===== config.mk =====
export PLATFORM = sky130hd
export DESIGN_NAME = stream_mux_nto1
export DESIGN_NICKNAME = d
export VERILOG_FILES = /design/src/rtl/mux_pkg.sv /design/src/rtl/rr_arbiter.sv /design/src/rtl/stream_mux_nto1.sv
export SDC_FILE = /design/constraint.sdc
export NUM_CORES = 1
export LEC_CHECK = 0
export CAP_MARGIN = 25
export CORE_UTILIZATION = 34
export CTS_BUF_LIST = sky130_fd_sc_hd__clkbuf_4
export CTS_CLUSTER_DIAMETER = 120
export DETAILED_ROUTE_END_ITERATION = 10
export GPL_ROUTABILITY_DRIVEN = 1
export GPL_TIMING_DRIVEN = 0
export PLACE_DENSITY = 0.8
export SLEW_MARGIN = 20
export SYNTH_ARGS = -nofsm -noshare
export SYNTH_HDL_FRONTEND = slang
export SYNTH_SLANG_ARGS = --single-unit

===== constraint.sdc =====
create_clock -name clk -period 1.9 [get_ports clk]
set_input_delay 0.285 -clock clk [delete_from_list [all_inputs] [get_ports clk]]
set_output_delay 0.285 -clock clk [all_outputs]
set_load 0.01 [all_outputs]

===== src/rtl/mux_pkg.sv =====
// mux_pkg: shared constants, mode encodings and the select-width helper for stream_mux_nto1.
package mux_pkg;

   localparam int MIN_CHANNELS = 2;
   localparam int MAX_CHANNELS = 16;

   typedef enum logic {
      MODE_FIXED = 1'b0,
      MODE_RR    = 1'b1
   } mode_e;

   // Ceiling log2 clamped to 1 so a select field never collapses to zero width.
   function automatic int clog2(input int n);
      int r;
      r = 0;
      while ((1 << r) < n) r++;
      return (r < 1) ? 1 : r;
   endfunction

endpackage


===== src/rtl/rr_arbiter.sv =====
// rr_arbiter: combinational round-robin search starting one past the last granted channel.
module rr_arbiter
   import mux_pkg::*;
#(
   parameter  int NChannels = 4,
   localparam int SelBits   = clog2(NChannels)
) (
   input  logic [NChannels-1:0] req,
   input  logic [SelBits-1:0]   ptr,
   output logic [SelBits-1:0]   grant,
   output logic                 grant_valid
);

   int                 idx;
   logic [SelBits-1:0] idx_s;

   always_comb begin
      grant       = '0;
      grant_valid = 1'b0;
      idx         = 0;
      idx_s       = '0;
      // Offsets 1..NChannels visit every channel once, ending on the pointer itself.
      for (int i = 1; i <= NChannels; i++) begin
         idx   = (int'(ptr) + i) % NChannels;
         idx_s = SelBits'(idx);
         if (!grant_valid && req[idx_s]) begin
            grant       = idx_s;
            grant_valid = 1'b1;
         end
      end
   end

endmodule


===== src/rtl/stream_mux_nto1.sv =====
// stream_mux_nto1: N-to-1 stream multiplexer with one registered output stage.
// Defining STREAM_MUX_ROUND_ROBIN_EN adds the Mode port and round-robin arbitration.
module stream_mux_nto1
   import mux_pkg::*;
#(
   parameter  int NBits     = 32,
   parameter  int NChannels = 4,
   localparam int SelBits   = clog2(NChannels)
) (
   input  logic                       clk,
   input  logic                       reset,
`ifdef STREAM_MUX_ROUND_ROBIN_EN
   input  logic                       Mode,
`endif
   input  logic [SelBits-1:0]         Selector,
   input  logic [NChannels*NBits-1:0] In_Data,
   input  logic [NChannels-1:0]       In_Valid,
   output logic [NChannels-1:0]       In_Ready,
   output logic [NBits-1:0]           Out_Data,
   output logic                       Out_Valid,
   input  logic                       Out_Ready,
   output logic [SelBits-1:0]         Out_Channel
);

   logic               can_accept;
   logic [SelBits-1:0] fixed_grant;
   logic [SelBits-1:0] grant;
   logic               grant_ok;
   logic               xfer;

   assign can_accept  = !Out_Valid || Out_Ready;
   assign fixed_grant = (int'(Selector) < NChannels) ? Selector : '0;

`ifdef STREAM_MUX_ROUND_ROBIN_EN
   logic [SelBits-1:0] rr_ptr;
   logic [SelBits-1:0] rr_grant;
   logic               rr_valid;

   rr_arbiter #(
      .NChannels (NChannels)
   ) u_rr_arbiter (
      .req         (In_Valid),
      .ptr         (rr_ptr),
      .grant       (rr_grant),
      .grant_valid (rr_valid)
   );

   assign grant    = (Mode == MODE_RR) ? rr_grant : fixed_grant;
   assign grant_ok = (Mode == MODE_RR) ? rr_valid : 1'b1;

   // Pointer tracks the last channel that actually transferred, in either mode.
   always_ff @(posedge clk) begin
      if (reset)     rr_ptr <= SelBits'(NChannels - 1);
      else if (xfer) rr_ptr <= grant;
   end
`else
   assign grant    = fixed_grant;
   assign grant_ok = 1'b1;
`endif

   always_comb begin
      // NOTE: default assignment first so every path drives In_Ready and no latch is inferred.
      In_Ready = '0;
      if (!reset && grant_ok && can_accept) In_Ready[grant] = 1'b1;
   end

   assign xfer = |(In_Valid & In_Ready);

   always_ff @(posedge clk) begin
      // NOTE: non-blocking assignments so every register samples pre-edge values.
      if (reset) begin
         Out_Valid   <= 1'b0;
         Out_Data    <= '0;
         Out_Channel <= '0;
      end else if (xfer) begin
         Out_Valid   <= 1'b1;
         Out_Data    <= In_Data[int'(grant)*NBits +: NBits];
         Out_Channel <= grant;
      end else if (Out_Ready) begin
         Out_Valid   <= 1'b0;
      end
   end

endmodule

==> results of run 1 <==
cells in the final DEF (no fill, tap or decap), types with 2 or more instances in the layout:
cell type and count:
dlygate4sd2_1 2, o21ai_0 29, nor4_1 2, dfxtp_1 35, buf_6 4, mux4_2 32
a21oi_1 35, nand3_1 34, o21ai_1 5, clkbuf_1 6, buf_4 3, clkbuf_4 5
clkbuf_2 3, clkdlybuf4s50_1 168, buf_2 13
critical path: stages:
cell and delay (ns):
dlygate4sd2_1 0.28, buf_6 0.12, buf_6 0.13, inv_1 0.11, nor4b_4 0.30, clkdlybuf4s15_2 0.26
layout make-up:
type	count	area, µm²	share of cell area
Buffer	25	157.7	0.03840
Clock buffer	5	37.54	0.009144
Clock inverter	2	8.758	0.002133
Inverter	1	3.754	0.0009144
Multi-Input combinational cell	148	1348	0.3283
Sequential cell	35	700.7	0.1707
Tap cell	75	93.84	0.02286
Timing Repair Buffer	177	1755	0.4276
sequential cells by signal (all words and copies together), names as in the netlist:
register	flops
Out_Channel	2
Out_Data	32
Out_Valid	1
power breakdown:
part	total, mW	internal (mW)	switching [mW]
Combinational	0.816	0.536	0.280
Sequential	0.827	0.796	0.0307
Clock	0.361	0.131	0.230
worst paths after layout:
check,slack (ns),endpoint,startpoint
min reg2reg,0.46,Out_Data[4]$_SDFFE_PP0P_,Out_Data[4]$_SDFFE_PP0P_
max reg2reg,0.24,Out_Data[9]$_SDFFE_PP0P_,Out_Valid$_SDFFE_PP0P_
min,0.34,Out_Channel[1]$_SDFFE_PP0P_,reset
max,0.13,In_Ready[3],Selector[1]
through the flow:
step | TNS, ns | utilization | hold slack, ns | setup WS, ns | power, mW
global route | 0 | 0.6813 | 0.3429 | 0.04591 | 2.128
global placement | -8.566 | 0.6651 | 0.4500 | -0.6955 | 1.641
CTS | 0 | 0.6761 | 0.3161 | 0.01488 | 2.021
floorplan | 0 | - | 0.4881 | 0.3660 | 1.178
detailed placement | -9.159 | 0.6651 | 0.4560 | -0.7752 | 1.657
finish | 0 | 0.6813 | 0.3381 | 0.1293 | 2.005
routing by layer:
metal / vias to the layer above / share of wire / wire length (µm) / GRT usage
met5: - / 0 / 0 / 0
met1: 1170 / 0.36 / 2678 / 0.2428
met2: 105 / 0.55 / 4081 / 0.4240
met3: 4 / 0.082 / 606 / 0.05667
li1: 1184 / - / - / -
met4: 0 / 0.0069 / 51 / 0.05263
kinds of logic (layout without fill, tap and decap cells):
family	after synthesis	in the layout	share of synthesized area
mux	34	34	0.3416
compound gates	69	69	0.1590
flops	35	35	0.3226
buf+inv	27	210	0.06508
simple gates	45	45	0.1118
timing repair:
| item | 4_1_cts | 5_1_grt |
|---|---|---|
| setup endpoints to repair | 4 | 14 |
| gates resized for setup | 24 | 7 |
| hold buffers | 0 | 0 |
| setup buffers | 1 | 2 |
==> flow_summary.json, run 1 <==
{
  "cp.arrival_ns": 1.49,
  "clock.fmax_mhz": 564.7,
  "io_pins": 176,
  "leakage_nw": 1.462,
  "status": "finished clean",
  "ys_seq_area_frac": 0.3226,
  "dp.cells": 459,
  "cts_tree": "done",
  "drive_above_1_share": 0.1705,
  "ir_drop_uv": 239.0,
  "synth_nets": 347,
  "cp-start-kind": "input pin",
  "crit_fanout": 10,
  "synthTopCellsByArea": "mux4_2 (33%), dfxtp_1 (32%), a21oi_1 (8.1%)",
  "fin_cells": 468,
  "p_per_area_nw_per_um2": 488.3,
  "dp_hpwl_um": 5975,
  "skew_ns": 0.009052,
  "die_w_um": 81.93,
  "vias": 2463,
  "syn_avg_cell_area_um2": 10.34,
  "drtIter0Drc": 26,
  "path_clk_slew_ns": 0.09,
  "start_util": 0.3605,
  "die_h_um": 81.93,
  "syn_inst": 210,
  "firstDrtPassIters": 4,
  "holdPathStages": 2,
  "place.gp.congestion": 0.7480,
  "ys_ff_latch": 35,
  "port_buffers": 174,
  "n_antenna_cell": 0,
  "hold_violations": 0,
  "grt_usage": 0.2226,
  "crit_type": "in -> out",
  "cp_data_required_time_ns": 1.62,
  "cap_violations": 0,
  "final_area_um2": 4105,
  "h-tree-depth": 2,
  "routedWlPerCell_um": 15.85,
  "grt-ovfl-total": 0,
  "num-fill-cells": 512,
  "antenna_left": 0,
  "finalSetupViolations": 0,
  "wirelength_um": 7418,
  "worst_pin_slew_ns": 0.5285,
  "ys_types": 23,
  "synth_top_cell_by_area": "mux4_2",
  "period_share": 0.9319,
  "post-route-min-period_ns": 1.771,
  "cts_sinks": 35,
  "area_growth_pct": 89.00,
  "cts_root_buf": "clkbuf_4",
  "insertion_delay_ns": 0.32,
  "core-area_um2": 6026,
  "async_reset_ff_frac": 0,
  "drc": 0,
  "grt_first_pass_wirelength_um": 11160,
  "grt_pass1_vias": 2383,
  "cts-buffers-inserted": 5,
  "fp-row-count": 28,
  "nNetsFinal": 530,
  "slew_viol_final": 0,
  "grt_max_degree": 20,
  "hp-class": "in -> reg",
  "slew_headroom": 0.6477,
  "yosysWarnings": 0,
  "fp.dieArea_um2": 6712,
  "ys.flop_type": "dfxtp_1",
  "r2r_cells": 5,
  "critPathCaptureType": "output pin",
  "synth_area_um2": 2172,
  "antenna_found_initial": 0,
  "synthTopCellsByCount": "a21oi_1 (35), dfxtp_1 (35), nand3_1 (34), mux4_2 (32), o21ai_0 (29)",
  "synth_edf_count": 0,
  "place_area_um2": 4008,
  "yosysTopAreaCellShare": 0.3318,
  "via_per_inst": 5.263,
  "ctsLongestPathBuffers": 2,
  "grt_setup_unrepaired": "no"
}
No activity file was read; power rests on OpenSTA's default activity.
==> run 2, diff against run 1 <==
--- a/config.mk
+++ b/config.mk
@@ -14,5 +14,5 @@
 export GPL_TIMING_DRIVEN = 0
 export PLACE_DENSITY = 0.8
-export SLEW_MARGIN = 20
+export SLEW_MARGIN = 5
 export SYNTH_ARGS = -nofsm -noshare
 export SYNTH_HDL_FRONTEND = slang
==> constraint.sdc (replaced) <==
create_clock -name clk -period 1.9 [get_ports clk]
set_input_delay 0.285 -clock clk [delete_from_list [all_inputs] [get_ports clk]]
set_output_delay 0.285 -clock clk [all_outputs]
set_load 0.005 [all_outputs]
==> flow_summary.json, run 2 (synthesis results as in run 1) <==
{
  "grt_max_degree": 20,
  "cts_tree": "done",
  "grt_first_pass_wirelength_um": 11160,
  "place_ws_ns": -0.7401,
  "wirelength_um": 7431,
  "grt_pass1_vias": 2383,
  "drtIter0Drc": 28,
  "busiest_layer": "met2",
  "cp-start-kind": "input pin",
  "nNetsFinal": 530,
  "vias": 2470,
  "drc": 0,
  "start_util": 0.3605,
  "die_w_um": 81.93,
  "antenna_found_initial": 0,
  "antenna_left": 0,
  "p_per_area_nw_per_um2": 481.9,
  "power.total_mw": 1.981,
  "ctsLongestPathBuffers": 2,
  "layout_setup_ws_ns": 0.1267,
  "fp.dieArea_um2": 6712,
  "post-route-min-period_ns": 1.773,
  "hp-class": "in -> reg",
  "period_share": 0.9333,
  "final_common_cell": "clkdlybuf4s50_1",
  "fin_cells": 468,
  "utilization": 0.6821,
  "dp.cells": 459,
  "cp.arrival_ns": 1.49,
  "met3_usage": 0.05667,
  "area_growth_pct": 89.23,
  "cap_violations": 0,
  "skew_ns": 0.008170,
  "via_per_inst": 5.278,
  "critPathCaptureType": "output pin",
  "port_buffers": 174,
  "place.gp.congestion": 0.7480,
  "worst_pin_slew_ns": 0.5294,
  "grt-ovfl-total": 0,
  "fp-row-count": 28,
  "cts-buffers-inserted": 5,
  "cts_root_buf": "clkbuf_4",
  "largest_reg_flops": 32,
  "cp_data_required_time_ns": 1.62,
  "die_h_um": 81.93,
  "slew_headroom": 0.6471,
  "core-area_um2": 6026,
  "grt_use_met1": 0.2428,
  "use_met2": 0.4240,
  "drive_above_1_share": 0.1628,
  "n_antenna_cell": 0,
  "cts_sinks": 35,
  "dp_hpwl_um": 5975,
  "path_clk_slew_ns": 0.09,
  "top_register": "Out_Data",
  "ir_drop_uv": 238.3,
  "postCtsHoldBufs": 0,
  "clock.fmax_mhz": 563.9,
  "finalSetupViolations": 0,
  "insertion_delay_ns": 0.32,
  "hold_violations": 0,
  "firstDrtPassIters": 4,
  "slew_viol_final": 0,
  "grt_usage": 0.2226,
  "crit_fanout": 10,
  "status": "finished clean",
  "io_pins": 176,
  "top_regs": "Out_Data x32, Out_Channel x2, Out_Valid x1",
  "grt_setup_unrepaired": "no",
  "routedWlPerCell_um": 15.88,
  "crit_type": "in -> out",
  "leakage_nw": 1.471,
  "final_cell_mix": "clkdlybuf4s50_1 (168), dfxtp_1 (35), a21oi_1 (35), nand3_1 (34), mux4_2 (32)",
  "h-tree-depth": 2
}
==> run 2: changes by cell type in the layout (fill, tap and decap cells not counted) <==
cell and change:
buf_2 -2, dlygate4sd2_1 +3, clkdlybuf4s15_2 -1
==> run 2: metal layers <==
metal	share of wire	vias up
met5	0	-
met4	0.0069	0
met3	0.080	4
met2	0.55	103
met1	0.36	1178
li1	-	1185
==> run 2: repair_timing <==
item | 4_1_cts | 5_1_grt
pin swaps | 0 | 0
endpoints found under the hold margin | 0 | 0
endpoints found under the setup margin | 4 | 15
gates resized for setup | 13 | 7
buffers inserted | 1 | 2
==> run 2: stage by stage <==
step	setup TNS (ns)	hold WS, ns	area (µm²)
6_report	0	0.3313	4110
2_1_floorplan	0	0.4600	2172
3_5_place_dp	-9.021	0.4560	4008
3_3_place_gp	-8.428	0.4500	4008
4_1_cts	0	0.3161	4079
5_1_grt	0	0.3429	4110
==> run 2: final cells by class <==
class                      count  area (µm²)
timing repair buffer         177        1760
inverter                       1       3.754
fill                         514        1916
tap                           75       93.84
clock inverter                 2       8.758
multi-input combinational    148        1348
clock buffer                   5       37.54
buffer                        25       157.7
sequential                    35       700.7
==> run 2: path summary, 6_finish.rpt <==
path	start	end	slack, ns	cells after the start
setup / recovery	Selector[1]	In_Ready[3]	0.13	6
hold / removal	reset	Out_Channel[1]$_SDFFE_PP0P_	0.33	2
setup reg to reg	Out_Valid$_SDFFE_PP0P_	Out_Data[9]$_SDFFE_PP0P_	0.25	5
hold reg to reg	Out_Data[4]$_SDFFE_PP0P_	Out_Data[4]$_SDFFE_PP0P_	0.46	2
==> run 2: worst max-delay path, cell delays in order <==
cell and delay (ns):
dlygate4sd2_1 0.28, buf_6 0.12, buf_6 0.13, inv_1 0.11, nor4b_4 0.29, dlygate4sd2_1 0.27
==> run 2: where the power goes <==
group	switching [mW]	total [mW]	internal, mW
clock network	0.231	0.362	0.131
logic	0.256	0.791	0.535
registers	0.0310	0.828	0.796
==> run 3, diff against run 2 <==
CORE_ASPECT_RATIO = 0.6   (was not set)
==> flow_summary.json, run 3 (synthesis results as in run 1) <==
{
  "cp-start-kind": "input pin",
  "drtIter0Drc": 109,
  "die_w_um": 105.2,
  "n_antenna_cell": 0,
  "final_common_cell": "clkdlybuf4s50_1",
  "p_per_area_nw_per_um2": 520.3,
  "cts_tree": "done",
  "cpPeakStageDelay_ns": 0.34,
  "skew_ns": 0.005706,
  "multi_input_area_um2": 1345,
  "dp_hpwl_um": 6249,
  "fin_cells": 475,
  "grt-ovfl-total": 0,
  "status": "finished with violations",
  "grt_usage": 0.2306,
  "clock.fmax_mhz": 535.7,
  "ctsLongestPathBuffers": 2,
  "p_sw_mw": 0.5476,
  "cp_data_required_time_ns": 1.62,
  "num-fill-cells": 510,
  "drc": 2,
  "switching_share": 0.2554,
  "hold_violations": 0,
  "start_util": 0.3539,
  "antenna_found_initial": 0,
  "grt_pass1_vias": 2570,
  "via_per_inst": 5.246,
  "leakage_nw": 1.453,
  "postCtsHoldBufs": 0,
  "routedWlPerCell_um": 15.99,
  "cp.arrival_ns": 1.58,
  "violations": "design-rule violations",
  "cts-buffers-inserted": 5,
  "critPathCaptureType": "output pin",
  "largest_reg_flops": 32,
  "post-route-min-period_ns": 1.867,
  "cp_slowest_cell": "nor4b_1",
  "hp-class": "in -> reg",
  "insertion_delay_ns": 0.33,
  "period_share": 0.9826,
  "h-tree-depth": 2,
  "wirelength_um": 7597,
  "worst_pin_slew_ns": 0.5253,
  "p_clk_frac": 0.246,
  "grt_first_pass_wirelength_um": 12210,
  "grt_setup_unrepaired": "yes",
  "startpoint": "Selector[1]",
  "crit_top_cell": "buf_6",
  "firstDrtPassIters": 7,
  "crit_fanout": 10,
  "dp.cells": 468,
  "grt_max_degree": 20,
  "path_cells": "dlygate4sd2_1 -> buf_6 -> buf_6 -> inv_1 -> nor4b_1 -> clkdlybuf4s15_1",
  "cts_sinks": 35,
  "crit_type": "in -> out",
  "vias": 2492,
  "r2r-start": "Out_Valid$_SDFFE_PP0P_",
  "slew_headroom": 0.6490,
  "utilization": 0.6714,
  "place.gp.congestion": 0.7889,
  "die_h_um": 63.91,
  "final_cell_mix": "clkdlybuf4s50_1 (168), dfxtp_1 (35), a21oi_1 (35), nand3_1 (34), mux4_2 (32)",
  "seqPwrFrac": 0.387,
  "slew_viol_final": 0,
  "nNetsFinal": 527,
  "ir_drop_uv": 278.7,
  "fp.dieArea_um2": 6722,
  "hold_start": "reset",
  "io_pins": 176,
  "path_clk_slew_ns": 0.11,
  "regArea_um2": 700.7,
  "cts_root_buf": "clkbuf_4",
  "drive_above_1_share": 0.1509,
  "cap_violations": 0,
  "top_regs": "Out_Data x32, Out_Channel x2, Out_Valid x1",
  "power.internal_mw": 1.597,
  "top_register": "Out_Data",
  "fp-row-count": 22,
  "antenna_left": 0,
  "core-area_um2": 6138,
  "p_comb_frac": 0.367,
  "port_buffers": 174,
  "area_growth_pct": 89.75,
  "finalSetupViolations": 0
}
run 3: cell types whose count changed in the layout (fill, tap and decap cells not counted):
cell,delta
buf_4,-3
bufinv_16,+1
clkbuf_1,+2
clkbuf_2,-2
clkdlybuf4s15_1,+1
dlymetal6s2s_1,-1
nor2b_1,+1
nor2b_2,-1
run 3: through the flow:
step                      setup WS [ns]  TNS (ns)  hold WS (ns)  total power [mW]  cell area [µm²]
final                           0.03315         0        0.3370             2.144             4121
after global placement          -0.7061    -9.948        0.4499             1.616             4019
after floorplan                  0.4657         0        0.4600             1.153             2172
after CTS                       0.04032         0        0.3284             2.169             4120
after global routing           -0.01498  -0.01498        0.3601             2.266             4121
after detailed placement        -0.7499    -10.55        0.4573             1.633             4019
run 3: what timing repair did:
item | CTS | global route
setup endpoints to repair | 4 | 1
pin swaps | 0 | 0
buffers inserted | 0 | 0
resized for setup | 15 | 1
endpoints found under the hold margin | 0 | 0
run 3: layer usage:
metal,vias to the layer above,GRT usage,part of all wire
met2,107,0.4334,0.50
met5,-,0,0
li1,1177,-,-
met4,0,0.03873,0.0032
met3,2,0.05714,0.074
met1,1206,0.2703,0.42
run 3: worst paths after layout:
kind,depth (start not counted),to,slack (ns)
max,6,In_Ready[3],0.03
min,2,Out_Channel[1]$_SDFFE_PP0P_,0.34
max reg2reg,6,Out_Data[5]$_SDFFE_PP0P_,0.16
min reg2reg,2,Out_Data[27]$_SDFFE_PP0P_,0.47
run 3: worst max-delay path, delay by kind of cell:
family / cells / cell delay [ns]
buffers and inverters: 5 / 0.96
and+or+nand+nor: 1 / 0.34
run 3: cell type report:
type	instances	share of cell area
plain buffers	25	0.03764
well taps	84	0.02550
inverters	1	0.0009107
clock inverters	3	0.009411
multi-input cells	148	0.3264
repair buffers	174	0.4211
clock buffers	5	0.009107
flip-flops and latches	35	0.1700
run 3: power by group through the flow:
| stage | clock (mW) | sequential, mW | combinational (mW) |
|---|---|---|---|
| final | 0.527 | 0.830 | 0.787 |
| after floorplan | 0 | 0.849 | 0.304 |
| after detailed placement | 0 | 0.847 | 0.786 |
| after CTS | 0.546 | 0.831 | 0.793 |
| after global placement | 0 | 0.844 | 0.772 |
| after global routing | 0.580 | 0.838 | 0.848 |
